File: src/rtl/cfg_lut_array.sv
// cfg_lut_array: CH registered K-input LUTs reprogrammed through a shadowed serial load.
// Optional CFG_LUT_READBACK_EN adds cfg_rdata_o, shifting the old table out while the new one shifts in.
module cfg_lut_array #(
  parameter int K = 4,
  parameter int CH = 2,
  parameter logic [CH*(1<<K)-1:0] INIT = '0
) (
  input  logic            clk_i,
  input  logic            rst_n_i,
  input  logic [CH*K-1:0] lut_in_i,
  output logic [CH-1:0]   lut_out_o,
  input  logic            cfg_start_i,
  input  logic            cfg_abort_i,
  input  logic            cfg_valid_i,
  input  logic            cfg_data_i,
  output logic            cfg_ready_o,
  output logic            cfg_busy_o,
  output logic            cfg_done_o
`ifdef CFG_LUT_READBACK_EN
  ,
  output logic            cfg_rdata_o
`endif
);
  localparam int TD = 1 << K;
  localparam int TOT = CH * TD;
  localparam int CW = $clog2(TOT + 1);
  typedef enum logic [1:0] {IDLE, SHIFT, COMMIT} state_t;
  state_t state;
  logic [TOT-1:0] active, shadow;
  logic [CW-1:0] cnt;
  logic [CH-1:0] lut_nxt;
  logic xfer;
  genvar c;
  for (c = 0; c < CH; c++) begin : g_ch
    logic [TD-1:0] tbl;
    assign tbl = active[c*TD +: TD];
    assign lut_nxt[c] = tbl[lut_in_i[c*K +: K]];
  end
  assign cfg_ready_o = state == SHIFT;
  assign cfg_busy_o = state != IDLE;
  assign cfg_done_o = state == COMMIT;
  assign xfer = cfg_valid_i & cfg_ready_o;
`ifdef CFG_LUT_READBACK_EN
  assign cfg_rdata_o = cfg_ready_o & shadow[TOT-1];
`endif
  always_ff @(posedge clk_i or negedge rst_n_i)
    if (!rst_n_i) begin
      state <= IDLE;
      active <= INIT;
      shadow <= '0;
      cnt <= '0;
      lut_out_o <= '0;
    end else begin
      lut_out_o <= lut_nxt;
      if (state == IDLE) begin
        if (cfg_start_i) begin
          state <= SHIFT;
          cnt <= '0;
`ifdef CFG_LUT_READBACK_EN
          shadow <= active;
`endif
        end
      end else if (state == SHIFT) begin
        // abort takes priority, so a final bit arriving with abort never commits
        if (cfg_abort_i) state <= IDLE;
        else if (xfer) begin
          shadow <= {shadow[TOT-2:0], cfg_data_i};
          cnt <= cnt + CW'(1);
          if (cnt == CW'(TOT - 1)) state <= COMMIT;
        end
      end else begin
        active <= shadow;
        state <= IDLE;
      end
    end
endmodule

File: config.mk
export PLATFORM = sky130hd
export DESIGN_NAME = cfg_lut_array
export DESIGN_NICKNAME = d
export VERILOG_FILES = /design/src/rtl/cfg_lut_array.sv
export SDC_FILE = /design/constraint.sdc
export NUM_CORES = 1
export LEC_CHECK = 0
export BUFFER_PORTS_ARGS = -buffer_cell sky130_fd_sc_hd__buf_2
export CORE_MARGIN = 2
export CORE_UTILIZATION = 50
export DETAILED_ROUTE_END_ITERATION = 8
export PLACE_DENSITY = 0.77
export SLEW_MARGIN = 5
export SYNTH_ARGS = -nofsm -noshare
export SYNTH_HDL_FRONTEND = slang
export SYNTH_SLANG_ARGS = --single-unit
File: constraint.sdc
create_clock -name clk_i -period 1.15 [get_ports clk_i]
set_input_delay 0.23 -clock clk_i [delete_from_list [all_inputs] [get_ports clk_i]]
set_output_delay 0.23 -clock clk_i [all_outputs]
set_load 0.05 [all_outputs]
======== After elaboration in Yosys (flattened, before gate mapping) ========
Index checks and enable logic that the tools add are counted.
storage, ports and cells
  bits in writable memories ............... 0
  bits in read-only memories .............. 0
  register bits ........................... 74
  memories ................................ 0
  input bits .............................. 14
  output and inout port bits .............. 5
  word-level logic and storage cells ...... 42
  bits in latches ......................... 0
operators by class
  add/subtract/negate cells ............... 1
  equality and inequality tests ........... 7
  shift-type cells ........................ 0
  bitwise gates (word level) .............. 4
  divide/modulo/power cells ............... 0
  magnitude comparators ................... 2
  reductions and logical operators ........ 8
  multiplexer cells ....................... 15
  multipliers ............................. 0
operator list
  cell                 count
  $mux 6               5
  $mux 2               6
  $lt 4x5->1 const B   2
  $bmux 1 s4           2
  $ne 4x2->1 const B   2
  $reduce_and 4->1     2
  $add 6x1->6 const B  1
  $eq 6x5->1 const B   1
  $reduce_bool 2->1    3
  $not 1->1            3
  $reduce_and 3->1     1
  $eq 2x1->1 const B   1
  $eq 2x2->1 const B   1
  $logic_not 2->1      1
  $mux 1               2
  $ne 2x1->1 const B   1
  $ne 2x2->1 const B   1
  $reduce_and 2->1     1
  $and 1x1->1          1

======== Depth between registers and ports, before layout ========
  word-level depth ........................ 6
  depth in mapped cells ................... 5
  gate-level depth less buffers ........... 4

======== Worst setup path before layout ========
OpenSTA, ideal clock, no wires.
  kind .................................... reg2out
  start ................................... reg state[1]
  end ..................................... out cfg_done_o
  data required time ...................... 0.920 ns
  cell stages (with the launch flop) ...... 4
  data arrival time ....................... 1.466 ns
  setup slack ............................. -0.546 ns
  cell sequence ........................... dfrtp_1 -> buf_2 -> buf_2 -> nor2b_1
between the ends
  longest elaborated chain between the ends .. 1
RTL lines
  what                      line  source
  start: declaration        28    state_t state;
  start signal: assignment  48    state <= IDLE;
  start signal: assignment  57    state <= SHIFT;
  start signal: assignment  65    if (cfg_abort_i) state <= IDLE;
  $eq 2x2->1                41    assign cfg_done_o = state == COMMIT;
  end: declaration          18    output logic cfg_done_o
Every way passes these cells.

======== Worst setup path in the final report ========
  start ................................... reg state[1]
  end ..................................... out cfg_busy_o
between the ends
  longest elaborated chain between the ends .. 1
RTL lines
  what               line  source
  $reduce_bool 2->1  40    assign cfg_busy_o = state != IDLE;
  end: declaration   17    output logic cfg_busy_o,
Every way passes these cells.

==> key figures <==
Synthesis
  – Post-Syn Area: 0.00309 mm^2
  – Cells after Synth: 262
  – Ys Warns: 0
  – Syn Nets: 277
  – Unique masters post-synth: 27
  – Register area share after synthesis: 59.9%
  – Synth Register Bits: 74
  – Post-synth top area share: 59.9%
  – Synthesized area per cell: 11.8 um^2
  – Synth top area cells: dfrtp_1 (60%), mux2_2 (12%), nand2_1 (12%), mux4_2 (5.8%), mux2i_1 (2.3%)
  – Post-synth top area cell: dfrtp_1

Floorplan
  – Die H: 82.7 um
  – Starting Density: 51.9%
  – FP Rows: 28
  – Top-Level Pins: 19
  – Die area: 0.00683 mm^2
  – Die Wd: 82.7 um
  – Core area: 0.00596 mm^2

Global route
  – Grt ovf: 0
  – GRT Total Usage: 21.3%
  – Vias in the first global route: 2184
  – Largest net degree at the start of global routing: 38
  – Global-route wire length before repair: 10500 um
  – Number of antenna violations at the first check in global routing: 0

Routing
  – Antenna-violating nets left: 0
  – DRT Pass-1 Iters: 4
  – DR top layer: met4
  – Post-Route WL: 7000 um
  – Met1 WL: 2890 um
  – Met3 WL: 316 um
  – DRT iter0 DRCs: 117
  – WL per Instance: 17.8 um
  – Vias/cell: 5.41
  – Met2 WL: 3670 um
  – Detailed-route via count: 2131
  – DRC errors left: 0

Timing
  – Slew @ Worst Pin: 0.321 ns
  – Clock skew: 0.00868 ns
  – Setup TNS: -20.19 ns
  – Min cycle time layout: 1.52 ns
  – Period utilization: 133%
  – Slew Viols, Final: 0
  – Max transition margin: 78.4%
  – Hold Fails Final Rpt: 0
  – Max Freq: 0.656 GHz
  – Setup WS post-layout: -0.374 ns
  – Endpoints failing setup: 76
  – RSZ-0062 raised after global routing: yes

Critical path
  – RR Startpoint: state[1]
  – Critical-path maximum fanout: 4
  – CP arrival: 1.29 ns
  – CP required: 0.92 ns
  – Startpoint types: flip-flop
  – Crit path launch: state[1]
  – Crit path kind: reg2out
  – Crit. End Element: output pin

Clock tree
  – Num CTS Buffers: 9
  – Htree depth: 3
  – Clock sink count: 74
  – Clk root buf: clkbuf_8
  – Clock-pin transition on the worst setup and hold timing paths: 0.07 ns
  – Clock Path Buffers: 2
  – CTS tree: done
  – Clk_lat worst skew: 0.34 ns

Placement
  – Placement Setup Slack: -0.212 ns
  – HPWL after detailed placement: 3900 um
  – Port-buffer cells: 18
  – Placed Area: 0.00346 mm^2
  – Final GP Congestion: 0.848

Final layout
  – Post-Route Utilization: 67.8%
  – Layout cells sized above 1: 41.1%
  – Highest-count cells in the layout ignoring fill and taps: nand2_1 (90), dfrtp_1 (73), mux2_2 (28)
  – Commonest non-fill, non-tap cell in the layout: nand2_1
  – Total Nets Final: 329
  – Inserted Diodes: 0
  – Final instance area: 0.00404 mm^2
  – Area grow syn2layout: 30.6%
  – Layout filler cell count: 429

Worst hold path
  – Worst min-delay path startpoint: lut_in_i[6]
  – Type of the most critical hold path: in2reg

Flow run
  – Max Cap Violations: 0

Run status
  – Violated checks: negative setup slack
  – Status: finished, violations left

Power
  – Power, Total: 5.33 mW
  – Pwr/cell area: 1320 mW/mm^2
  – Worst VDD drop: 1.11 mV
  – Pleak: 2.07 nW
-- final timing paths --
kind / to / slack [ns] / depth (start not counted)
max: cfg_busy_o / -0.37 / 3
max in group asynchronous: active[13] / 0.40 / 3
min in group asynchronous: cnt[3] / 0.28 / 2
max reg2reg: shadow[19] / -0.35 / 7
min reg2reg: shadow[31] / 0.48 / 2
min: lut_out_o[1] / 0.08 / 2
-- per-layer routing --
metal | up-vias | track usage, %
met5 | - | 0
li1 | 987 | -
met4 | 0 | 6.23
met2 | 57 | 37.3
met3 | 10 | 7.17
met1 | 1077 | 24.9
-- power by group --
| group | switching (mW) | total, mW | internal (mW) |
|---|---|---|---|
| Clock | 0.920 | 1.91 | 0.987 |
| Combinational | 0.314 | 0.584 | 0.271 |
| Sequential | 0.118 | 2.84 | 2.72 |
| Total | 1.35 | 5.33 | 3.98 |
-- registers in the layout, summed over array words and instances (netlist names) --
register	count
active	32
state	2
lut_out_o	2
cnt	6
shadow	32
-- per-stage QoR --
step | hold WS [ns] | instances
finish | 0.0771 | 394
global route | 0.0559 | 394
CTS | 0.0655 | 385
detailed placement | 0.113 | 362
global placement | 0.109 | 362
floorplan | -0.0656 | 262
-- cell families (layout without fill, tap and decap cells) --
logic type,Yosys count,after routing,synth area share [%]
adder cells (fa/ha/maj),1,1,0.404
buffers and inverters,14,71,2.06
AND/OR/NAND/NOR,116,116,15.8
AO/OA/AOI/OAI,9,9,1.74
multiplexers,48,48,20.1
flip-flops,74,74,59.9
-- final cells by class --
cell class                      count  area (um^2)  share of cell area [%]
Sequential cell                    74         1850                    45.9
Multi-Input combinational cell    174         1320                    32.6
Timing Repair Buffer               53          584                    14.5
Clock buffer                       10          128                    3.16
Tap cell                           75         93.8                    2.32
Clock inverter                      6         57.6                    1.42
Inverter                            2         7.51                   0.186
-- critical path, stage by stage, from the launching register on --
cell	delay (ns)
dfrtp_1	0.41
buf_6	0.14
or2_4	0.25
buf_8	0.15
-- Yosys cell counts --
cell type / number
clkbuf_1: 3
o31ai_1: 1
mux4_2: 8
dfrtp_1: 74
nand3b_1: 1
or2_2: 1
or4_1: 1
nor4bb_1: 1
or3b_1: 1
nand4bb_1: 1
a21o_1: 1
o21ai_0: 3
nand2_1: 98
nand2b_1: 2
mux2i_1: 7
ha_1: 1
nand4_1: 2
mux2_2: 33
nor2b_1: 3
or3_1: 2
inv_1: 2
nor2_1: 1
nor3_1: 1
nand3_1: 1
a22o_1: 1
a21oi_1: 3
buf_2: 9
-- timing repair --
item	4_1_cts	5_1_grt
pin swaps	1	10
endpoints found under the setup margin	74	79
resized for setup	19	33
cloned	2	4
setup buffers	4	8
hold buffers	1	0
endpoints found under the hold margin	6	0
Power figures use the tool's default switching activity.
